--- src/rtl/mod_arith_pkg.sv ---
// Shared constants for the modular arithmetic datapath.
// Opcodes, default geometry and the lattice moduli used by keygen.
package mod_arith_pkg;

    localparam logic OP_ADD = 1'b0;
    localparam logic OP_SUB = 1'b1;

    localparam int DEF_WIDTH = 24;
    localparam int DEF_LANES = 4;

    localparam logic [23:0] Q_DILITHIUM = 24'd8380417;
    localparam logic [23:0] Q_KYBER     = 24'd3329;

endpackage

--- src/rtl/mod_addsub_lane.sv ---
// One lane of the modular add/sub: raw compute and final correction.
// Purely combinational; the pipeline registers live in the top.
module mod_addsub_lane
    import mod_arith_pkg::*;
#(
    parameter int WIDTH = DEF_WIDTH
)
(
    input  logic             op,
    input  logic [WIDTH-1:0] a,
    input  logic [WIDTH-1:0] b,
    input  logic [WIDTH-1:0] q,
    output logic [WIDTH:0]   raw,
    input  logic             s1_op,
    input  logic [WIDTH:0]   s1_raw,
    output logic [WIDTH-1:0] res
);

    logic [WIDTH:0] a_ext;
    logic [WIDTH:0] b_ext;
    logic [WIDTH:0] q_ext;

    assign a_ext = {1'b0, a};
    assign b_ext = {1'b0, b};
    assign q_ext = {1'b0, q};

    // Raw sum/difference; top bit is the carry (add) or borrow (sub).
    always_comb begin
        if (op == OP_SUB) begin
            raw = a_ext - b_ext;
        end else begin
            raw = a_ext + b_ext;
        end
    end

    // Single conditional correction back into [0, q).
    always_comb begin
        res = s1_raw[WIDTH-1:0];
        if (s1_op == OP_SUB) begin
            if (s1_raw[WIDTH]) begin
                res = WIDTH'(s1_raw + q_ext);
            end
        end else if (s1_raw >= q_ext) begin
            res = WIDTH'(s1_raw - q_ext);
        end
    end

endmodule

--- src/rtl/mod_addsub_pipe.sv ---
// Two-stage multi-lane modular adder/subtractor with valid/ready.
// Optional operand range flag under MOD_ADDSUB_RANGE_CHK_EN.
module mod_addsub_pipe
    import mod_arith_pkg::*;
#(
    parameter int WIDTH = DEF_WIDTH,
    parameter int LANES = DEF_LANES
)
(
    input  logic                   clk,
    input  logic                   rst,
    input  logic [WIDTH-1:0]       q,
    input  logic                   in_valid,
    output logic                   in_ready,
    input  logic                   in_op,
    input  logic [LANES*WIDTH-1:0] in_a,
    input  logic [LANES*WIDTH-1:0] in_b,
    output logic                   out_valid,
    input  logic                   out_ready,
    output logic [LANES*WIDTH-1:0] out_res,
    output logic                   out_err
);

    localparam int RW = WIDTH + 1;

    logic                   s1_valid;
    logic                   s1_op;
    logic [LANES*RW-1:0]    s1_raw;
    logic [LANES*RW-1:0]    raw_next;
    logic [LANES*WIDTH-1:0] res_next;
    logic                   s1_advance;

    assign s1_advance = !out_valid || out_ready;
    assign in_ready   = !s1_valid || s1_advance;

    for (genvar i = 0; i < LANES; i++) begin : g_lane
        mod_addsub_lane #(.WIDTH(WIDTH)) u_lane (
            .op     (in_op),
            .a      (in_a[i*WIDTH +: WIDTH]),
            .b      (in_b[i*WIDTH +: WIDTH]),
            .q      (q),
            .raw    (raw_next[i*RW +: RW]),
            .s1_op  (s1_op),
            .s1_raw (s1_raw[i*RW +: RW]),
            .res    (res_next[i*WIDTH +: WIDTH])
        );
    end

    // S1: capture raw results whenever the stage can take new data.
    always_ff @(posedge clk) begin
        if (rst) begin
            s1_valid <= 1'b0;
            s1_op    <= OP_ADD;
            s1_raw   <= '0;
        end else if (in_ready) begin
            s1_valid <= in_valid;
            if (in_valid) begin
                s1_op  <= in_op;
                s1_raw <= raw_next;
            end
        end
    end

    // S2: corrected result register, held while downstream stalls.
    always_ff @(posedge clk) begin
        if (rst) begin
            out_valid <= 1'b0;
            out_res   <= '0;
        end else if (s1_advance) begin
            out_valid <= s1_valid;
            if (s1_valid) begin
                out_res <= res_next;
            end
        end
    end

`ifdef MOD_ADDSUB_RANGE_CHK_EN
    logic range_next;
    logic s1_err;
    logic err_q;

    // Flag any lane whose operand is not reduced modulo q.
    always_comb begin
        range_next = 1'b0;
        for (int i = 0; i < LANES; i++) begin
            if (in_a[i*WIDTH +: WIDTH] >= q ||
                in_b[i*WIDTH +: WIDTH] >= q) begin
                range_next = 1'b1;
            end
        end
    end

    // Range flag travels with its transaction through both stages.
    always_ff @(posedge clk) begin
        if (rst) begin
            s1_err <= 1'b0;
            err_q  <= 1'b0;
        end else begin
            if (in_ready && in_valid) begin
                s1_err <= range_next;
            end
            if (s1_advance && s1_valid) begin
                err_q <= s1_err;
            end
        end
    end

    assign out_err = err_q;
`else
    assign out_err = 1'b0;
`endif

endmodule

--- config.mk ---
export PLATFORM = sky130hd
export DESIGN_NAME = mod_addsub_pipe
export DESIGN_NICKNAME = d
export VERILOG_FILES = /design/src/rtl/mod_arith_pkg.sv /design/src/rtl/mod_addsub_lane.sv /design/src/rtl/mod_addsub_pipe.sv
export SDC_FILE = /design/constraint.sdc
export NUM_CORES = 1
export LEC_CHECK = 0
export ABC_CLOCK_PERIOD_IN_PS = 13170
export CAP_MARGIN = 15
export CELL_PAD_IN_SITES_DETAIL_PLACEMENT = 0
export CELL_PAD_IN_SITES_GLOBAL_PLACEMENT = 1
export CORE_AREA = 5 5 251 375
export CTS_BUF_LIST = sky130_fd_sc_hd__clkbuf_4 sky130_fd_sc_hd__clkbuf_8 sky130_fd_sc_hd__clkbuf_16
export CTS_CLUSTER_SIZE = 25
export DETAILED_ROUTE_END_ITERATION = 8
export DIE_AREA = 0 0 256 380
export PLACE_DENSITY_LB_ADDON = 0.05
export SLEW_MARGIN = 20
export SYNTH_ARGS = -nofsm -noshare
export SYNTH_HDL_FRONTEND = slang
export SYNTH_SLANG_ARGS = --single-unit
export TNS_END_PERCENT = 20
--- constraint.sdc ---
create_clock -name clk -period 13.17 [get_ports clk]
set_input_delay 3.951 -clock clk [delete_from_list [all_inputs] [get_ports clk]]
set_output_delay 3.951 -clock clk [all_outputs]
set_load 0.05 [all_outputs]
==> results of run 1 <==
-- state kept, by name, indices dropped and copies added, names as in the netlist --
name / flops
out_valid: 1
out_res: 96
s1_op: 1
s1_valid: 1
s1_raw: 100
-- per-stage QoR --
stage               power [mW]  area, µm²  worst slack (ns)
global placement          2.58      29400              3.57
floorplan                 1.95      25100              4.71
CTS                       3.18      30000              3.55
global route              3.36      30000              3.49
finish                    3.16      30000              3.56
detailed placement        2.58      29400              3.55
-- worst reg2reg max path: cells and delay by family, from the launching register on --
family / cells / cell delay (ns)
mux: 1 / 0.42
compound gates: 4 / 1.71
simple gates: 4 / 1.16
fa+ha+maj: 1 / 0.43
flops: 1 / 0.56
-- routing by layer --
metal,wire length (µm),vias up,GRT usage
met2,60000,834,0.427
li1,-,13000,-
met3,5320,156,0.0310
met4,6260,4,0.110
met5,23,-,0
met1,56100,12900,0.319
-- placed cells by master, fill, tap and decap left out, types with 77 or more instances in the layout --
cell	count
clkdlybuf4s50_1	316
nand3_1	77
xnor2_1	218
nand2_1	310
inv_1	180
nor2_1	320
dfxtp_1	198
nor3_1	110
a21oi_1	352
ha_1	288
o21ai_0	178
-- worst max-delay path by stage --
stage / slack, ns / start / cells past startpoint / endpoint
2_1_floorplan: 4.71 / out_ready / 2 / in_ready
3_3_place_gp: 3.57 / out_ready / 4 / in_ready
3_5_place_dp: 3.55 / out_ready / 4 / in_ready
4_1_cts: 3.55 / out_ready / 4 / in_ready
5_1_grt: 3.49 / out_ready / 4 / in_ready
6_report: 3.56 / out_ready / 4 / in_ready
-- layout make-up --
type                    instances  area [µm²]  area share
diodes                          3        7.51    0.000250
clock buffers                  20         460      0.0153
clock inverters                12         135     0.00450
inverters                     182         684      0.0228
multi-input cells            2901       19700       0.657
flip-flops and latches        199        3990       0.133
well taps                    1164        1460      0.0485
repair buffers                370        3580       0.119
-- report_power, final --
part	internal, mW	switching [mW]	total (mW)
Sequential	0.666	0.127	0.793
Combinational	0.692	1.10	1.79
Clock	0.281	0.298	0.579
Total	1.64	1.53	3.16
-- cell families (layout without fill, tap and decap cells) --
group	Yosys count	in the layout	share of synthesized area
flops	199	199	0.159
xor+xnor	276	276	0.0962
buf+inv	374	584	0.0584
fa+ha+maj	300	300	0.153
other cells	1	4	0.000149
mux	70	70	0.0291
compound gates	1128	1128	0.292
simple gates	1126	1126	0.213
==> results.py, run 1 <==
metrics = {
    "status": {
        "status": "finished clean",
    },
    "min_path": {
        "min_to": "out_res[9]",
        "worstHoldPathType": "reg -> reg",
        "hold_start": "out_res[9]",
        "hold_depth": 2,
    },
    "setup_path": {
        "r2r_end": "out_res[20]",
        "arrival_ns": 5.66,
        "r2r_cells": 10,
        "cpPeakStageDelay_ns": 0.75,
        "critPathCaptureType": "output pin",
        "r2r_start": "s1_raw[8]",
        "worstPathRequired_ns": 9.22,
        "cp_slowest_cell": "clkdlybuf4s50_1",
        "path_buf_inv": 2,
        "critPathMostFrequentCell": "clkdlybuf4s50_1",
        "crit_type": "in -> out",
        "path_delay_family": "buffers and inverters",
        "start_kind": "primary input",
        "rrSetupSlack_ns": 8.80,
        "crit_path_max_fanout": 5,
        "cp_cell_sequence": "clkdlybuf4s50_1 > nor2b_1 > nand2_1 > clkdlybuf4s50_1",
    },
    "synth": {
        "synth_cell_types": 94,
        "synth_common_cells": "352 x a21oi_1, 323 x nor2_1, 311 x nand2_1",
        "syn_area_per_cell_um2": 7.23,
        "synthCells": 3474,
        "synth_area_leaders": "dfxtp_1 16%, ha_1 14%, xnor2_1 7.6%",
        "synth_warnings": 0,
        "synth_top_area_cell": "dfxtp_1",
        "synthArstFlopShare": 0,
        "synth-seq-cells": 199,
        "ys_seq_area_frac": 0.159,
        "synth_ff_type": "dfxtp_1",
        "yosys.area.top_type_share": 0.159,
        "synth_edf_count": 0,
        "post-synth-top-count-cell": "a21oi_1",
        "syn_area_um2": 25100,
        "synth_nets": 3995,
    },
    "floorplan": {
        "initial_core_util": 0.279,
        "core_um2": 90200,
        "std_cell_rows": 135,
        "die_y_um": 380,
        "die_area_um2": 97300,
        "top_level_ports": 320,
        "chipWidth_um": 256,
    },
    "clock_tree": {
        "clock_latency_ns": 0.51,
        "clkSinkCount": 199,
        "cts_resized": 0,
        "cts_max_path_buffers": 2,
        "h-tree-depth": 4,
        "postCtsHoldBufs": 0,
        "cts_root_buf": "clkbuf_16",
        "cts_tree": "done",
        "post_cts_buffers": 0,
        "clk_pin_slew_ns": 0.08,
        "numCtsBuffers": 17,
    },
    "placement": {
        "finalWeightedCongestion": 0.913,
        "dp_cells": 4816,
        "hpwl_um": 102000,
        "port_buffers": 318,
    },
    "finish": {
        "nFillCells": 9711,
        "nets": 4192,
        "drive_gt1_frac": 0.0396,
        "area_growth_pct": 19.5,
        "final_cells": 4851,
        "fin_util": 0.333,
    },
    "pwr": {
        "power_leakage_nw": 12.0,
        "p_per_area_nw_per_um2": 105,
        "irDropWorstVdd_mv": 0.103,
    },
    "timing": {
        "setup_violations": 0,
        "rsz0062_at_grt": "no",
        "timing.final.crit_period_ns": 9.61,
        "hold_ws_ns": 0.450,
        "finalHoldViolCount": 0,
        "drv_slew": 0,
        "tns_ns": 0,
        "max_freq_mhz": 104,
        "worstMarginPinSlew_ns": 1.08,
        "slew_headroom": 0.275,
        "period_share": 0.730,
        "skew_ns": 0.0199,
    },
    "drt": {
        "drtAntennaViolNets": 0,
        "vias": 26800,
        "via_per_inst": 5.53,
        "drc": 0,
        "drt_iter0_drc": 1725,
        "drt_wl_total_um": 128000,
        "wl_per_cell_um": 26.3,
        "drtPass1Iterations": 7,
    },
    "grt": {
        "grt_max_degree": 90,
        "grt_usage": 0.251,
        "gr-total-overflow": 0,
        "grt_pass1_vias": 26900,
        "grt_pass1_wl_um": 184000,
        "antenna_found_initial": 4,
    },
    "run": {
        "drv_cap": 0,
    },
}
(Power assumes the default switching activity.)
==> inputs of run 2 (changes only) <==
ABC_CLOCK_PERIOD_IN_PS = 8900   (was 13170)
clock period = 8.9 ns   (was 13.17 ns; I/O delays follow)
==> run 2 against run 1 <==
Total power is 50% higher. Sequential share of layout area hardly changed. Final area is 0.20% higher. Hold slack hardly changed. Via count is 0.59% higher. Global-route usage is 0.60 points higher. Critical path depth is 14 higher. Clock skew is 0.0014 ns lower. Die area stayed put. Critical path type is now in -> reg. Highest routed layer is now met4.
==> results.py, run 2 (synthesis results as in run 1) <==
metrics = {
    "finish": {
        "nFillCells": 9732,
        "final_cells": 4859,
        "reg_top3": "s1_raw x100, out_res x96",
        "top_register": "s1_raw",
        "nets": 4198,
        "fin_util": 0.334,
        "multi_input_area_um2": 19700,
        "ff_latch_area_um2": 3990,
        "final_common_cell": "a21oi_1",
        "final_cell_mix": "352 x a21oi_1, 319 x nor2_1, 316 x clkdlybuf4s50_1",
        "drive_gt1_frac": 0.0417,
        "largest_reg_flops": 100,
        "area_growth_pct": 19.7,
    },
    "timing": {
        "drv_slew": 0,
        "finalHoldViolCount": 0,
        "worstMarginPinSlew_ns": 1.07,
        "setup_violations": 0,
        "timing.final.crit_period_ns": 7.12,
        "period_share": 0.800,
        "max_freq_mhz": 140,
        "slew_headroom": 0.284,
        "rsz0062_at_grt": "no",
        "tns_ns": 0,
        "skew_ns": 0.0185,
        "hold_ws_ns": 0.450,
    },
    "pwr": {
        "power_mw": 4.74,
        "power_leakage_nw": 12.0,
        "p_switching_mw": 2.29,
        "clkPwrFrac": 0.188,
        "p_per_area_nw_per_um2": 158,
        "p_int_mw": 2.44,
        "irDropWorstVdd_mv": 0.165,
        "p_comb_frac": 0.564,
        "p_seq_frac": 0.248,
        "p_sw_frac": 0.484,
    },
    "floorplan": {
        "std_cell_rows": 135,
        "die_area_um2": 97300,
        "initial_core_util": 0.279,
        "top_level_ports": 320,
        "die_y_um": 380,
        "chipWidth_um": 256,
        "core_um2": 90200,
    },
    "clock_tree": {
        "cts_root_buf": "clkbuf_16",
        "cts_max_path_buffers": 2,
        "clock_latency_ns": 0.52,
        "cts_resized": 0,
        "cts_tree": "done",
        "clk_pin_slew_ns": 0.08,
        "postCtsHoldBufs": 0,
        "numCtsBuffers": 17,
        "post_cts_buffers": 0,
        "clkSinkCount": 199,
        "h-tree-depth": 4,
    },
    "drt": {
        "drtPass1Iterations": 5,
        "drc": 0,
        "vias": 27000,
        "wl_per_cell_um": 26.8,
        "drt_iter0_drc": 1614,
        "drt_wl_total_um": 130000,
        "drtAntennaViolNets": 0,
        "via_per_inst": 5.56,
    },
    "grt": {
        "grt_pass1_wl_um": 188000,
        "antenna_found_initial": 2,
        "grt_max_degree": 66,
        "grt_pass1_vias": 27000,
        "grt_usage": 0.257,
        "gr-total-overflow": 0,
    },
    "setup_path": {
        "start_kind": "primary input",
        "crit_path_max_fanout": 6,
        "critPathCaptureType": "flop",
        "arrival_ns": 7.52,
        "crit_type": "in -> reg",
        "startpoint": "in_b[48]",
        "worstPathRequired_ns": 9.30,
        "r2r_start": "s1_raw[76]",
    },
    "placement": {
        "port_buffers": 318,
        "finalWeightedCongestion": 0.934,
        "hpwl_um": 105000,
        "dp_cells": 4822,
    },
    "run": {
        "drv_cap": 0,
    },
    "status": {
        "status": "finished clean",
    },
    "min_path": {
        "worstHoldPathType": "reg -> reg",
        "hold_start": "out_res[12]",
    },
}
==> run 2: per-stage QoR <==
step	worst slack, ns	instance area [µm²]
4_1_cts	1.82	30100
2_1_floorplan	2.54	25100
3_3_place_gp	1.35	29500
3_5_place_dp	1.29	29500
5_1_grt	1.37	30100
6_report	1.78	30100
==> run 2: layout make-up <==
class | instances | share of cell area
antenna | 5 | 0.000416
clock buffer | 17 | 0.0141
clock inverter | 15 | 0.00620
inverter | 182 | 0.0228
multi-input combinational | 2901 | 0.656
sequential | 199 | 0.132
tap | 1164 | 0.0484
timing repair buffer | 376 | 0.120
==> run 2: path summary, 6_finish.rpt <==
| kind | endpoint | slack, ns | depth (start not counted) |
|---|---|---|---|
| min | out_res[12] | 0.45 | 2 |
| min reg2reg | out_res[12] | 0.45 | 2 |
| max reg2reg | out_res[95] | 4.90 | 11 |
| max | s1_raw[71] | 1.78 | 18 |
==> run 2: layer usage <==
| metal | part of all wire | global-route usage |
|---|---|---|
| met1 | 0.44 | 0.327 |
| met2 | 0.47 | 0.432 |
| met3 | 0.041 | 0.0302 |
| met4 | 0.053 | 0.123 |
| met5 | 0 | 0 |
==> run 2: worst max-delay path, stage by stage <==
cell             delay (ns)
clkdlybuf4s50_1        0.46
inv_1                  0.10
ha_1                   0.18
nand2_1                0.06
nor3_1                 0.32
nor4bb_1               0.69
nor2_1                 0.11
xnor2_1                0.17
ha_1                   0.37
o21a_1                 0.13
o21ai_0                0.21
or2_2                  0.16
a211oi_1               0.05
o31ai_1                0.55
a21oi_1                0.24
or4_1                  0.50
a211o_1                0.30
a32o_1                 0.24
==> run 2: power groups by stage <==
stage / logic [mW] / registers (mW) / clock network (mW)
detailed placement: 2.65 / 1.19 / 0
global route: 2.91 / 1.18 / 0.942
floorplan: 1.69 / 1.20 / 0
CTS: 2.67 / 1.17 / 0.918
finish: 2.67 / 1.18 / 0.890
global placement: 2.66 / 1.19 / 0
==> inputs of run 3 (changes only) <==
ABC_CLOCK_PERIOD_IN_PS = 6850   (was 8900)
clock period = 6.85 ns   (was 8.9 ns; I/O delays follow)
==> run 3 against run 2 <==
Clock-buffer cell count is 2 higher. Final area grew 3.7%. Critical path depth stayed put. Clock skew is 0.0024 ns lower. Via count grew 1.9%. Largest power group unchanged. Cell count grew 2.9%. Die area did not move.
==> results.py, run 3 (synthesis results as in run 1) <==
metrics = {
    "status": {
        "status": "finished clean",
    },
    "placement": {
        "hpwl_um": 110000,
        "port_buffers": 318,
        "finalWeightedCongestion": 0.917,
        "dp_cells": 4969,
    },
    "setup_path": {
        "r2r_start": "s1_raw[26]",
        "worstPathRequired_ns": 7.25,
        "rrSetupSlack_ns": 2.90,
        "arrival_ns": 6.39,
        "critPathCaptureType": "flop",
        "start_kind": "primary input",
        "r2r_end": "out_res[43]",
        "crit_path_max_fanout": 6,
        "crit_type": "in -> reg",
        "r2r_cells": 13,
        "startpoint": "in_b[48]",
    },
    "pwr": {
        "p_per_area_nw_per_um2": 200,
        "power_leakage_nw": 12.8,
        "p_comb_frac": 0.589,
        "irDropWorstVdd_mv": 0.214,
        "p_sw_frac": 0.478,
        "clkPwrFrac": 0.169,
        "p_seq_frac": 0.243,
        "p_int_mw": 3.26,
        "p_switching_mw": 2.98,
    },
    "drt": {
        "vias": 27500,
        "via_per_inst": 5.50,
        "drc": 0,
        "drt_wl_total_um": 133000,
        "drtAntennaViolNets": 0,
        "wl_per_cell_um": 26.5,
        "drt_iter0_drc": 1494,
        "drtPass1Iterations": 5,
    },
    "floorplan": {
        "die_area_um2": 97300,
        "top_level_ports": 320,
        "die_y_um": 380,
        "std_cell_rows": 135,
        "initial_core_util": 0.279,
        "core_um2": 90200,
        "chipWidth_um": 256,
    },
    "grt": {
        "antenna_found_initial": 5,
        "grt_pass1_vias": 27900,
        "grt_usage": 0.262,
        "grt_max_degree": 111,
        "grt_pass1_wl_um": 192000,
        "gr-total-overflow": 0,
    },
    "clock_tree": {
        "h-tree-depth": 4,
        "post_cts_buffers": 0,
        "cts_max_path_buffers": 2,
        "clock_latency_ns": 0.51,
        "cts_tree": "done",
        "cts_resized": 0,
        "postCtsHoldBufs": 0,
        "clk_pin_slew_ns": 0.08,
        "numCtsBuffers": 17,
        "cts_root_buf": "clkbuf_16",
        "clkSinkCount": 199,
    },
    "finish": {
        "area_growth_pct": 24.1,
        "largest_reg_flops": 100,
        "reg_top3": "s1_raw x100, out_res x96",
        "nets": 4345,
        "final_common_cell": "a21oi_1",
        "final_cells": 5001,
        "diodes": 0,
        "final_cell_mix": "352 x a21oi_1, 320 x nor2_1, 316 x clkdlybuf4s50_1",
        "drive_gt1_frac": 0.0779,
        "top_register": "s1_raw",
    },
    "run": {
        "drv_cap": 0,
    },
    "min_path": {
        "hold_depth": 2,
        "min_to": "out_res[9]",
        "worstHoldPathType": "reg -> reg",
        "hold_start": "out_res[9]",
    },
    "timing": {
        "worstMarginPinSlew_ns": 0.852,
        "finalHoldViolCount": 0,
        "period_share": 0.874,
        "drv_slew": 0,
        "timing.final.crit_period_ns": 5.99,
        "max_freq_mhz": 167,
        "skew_ns": 0.0161,
        "tns_ns": 0,
        "setup_violations": 0,
        "slew_headroom": 0.431,
        "rsz0062_at_grt": "no",
    },
}
==> run 3: stage by stage <==
stage | hold slack (ns) | power, mW | instance area [µm²] | utilization | worst slack (ns)
floorplan | 0.464 | 3.76 | 25100 | - | 1.11
global placement | 0.435 | 5.20 | 30600 | 0.340 | 0.323
detailed placement | 0.444 | 5.19 | 30600 | 0.340 | 0.339
CTS | 0.457 | 6.28 | 31200 | 0.346 | 0.888
global route | 0.482 | 6.65 | 31200 | 0.346 | 0.347
finish | 0.455 | 6.24 | 31200 | 0.346 | 0.861
==> run 3: how the worst max path moves through the flow <==
| stage | endpoint | slack (ns) |
|---|---|---|
| floorplan | s1_raw[71] | 1.11 |
| CTS | s1_raw[71] | 0.89 |
| global route | s1_raw[71] | 0.35 |
| detailed placement | s1_raw[71] | 0.34 |
| finish | s1_raw[71] | 0.86 |
| global placement | s1_raw[71] | 0.32 |
==> run 3: routing by layer <==
| metal | part of all wire | GRT usage | routed length, µm |
|---|---|---|---|
| met1 | 0.43 | 0.327 | 57400 |
| met2 | 0.48 | 0.454 | 63100 |
| met3 | 0.038 | 0.0254 | 4980 |
| met4 | 0.053 | 0.123 | 7000 |
| met5 | 0.00026 | 0 | 34 |
==> run 3: worst max-delay path: stages <==
cell and delay, ns:
clkdlybuf4s50_1 0.47, inv_1 0.11, ha_1 0.19, nand2_1 0.07, nor3_1 0.23, nor4bb_1 0.37
nor2_1 0.10, xnor2_1 0.14, ha_1 0.36, o21a_1 0.13, o21ai_0 0.19, or2_2 0.15
a211oi_1 0.05, o31ai_1 0.48, a21oi_1 0.23, or4_1 0.51, a211o_1 0.30, a32o_1 0.25
==> run 3: power groups by stage <==
| stage | clock network (mW) | registers, mW | logic (mW) |
|---|---|---|---|
| after floorplan | 0 | 1.55 | 2.20 |
| after global placement | 0 | 1.54 | 3.66 |
| after detailed placement | 0 | 1.54 | 3.65 |
| after CTS | 1.10 | 1.51 | 3.67 |
| after global routing | 1.13 | 1.53 | 3.99 |
| final | 1.05 | 1.52 | 3.68 |
==> run 3: cell type report <==
class                   instances  area [µm²]
well taps                    1164        1460
multi-input cells            2901       19700
inverters                     182         684
flip-flops and latches        199        3990
fillers                      9796       59000
clock inverters                13         110
repair buffers                523        4790
clock buffers                  19         453
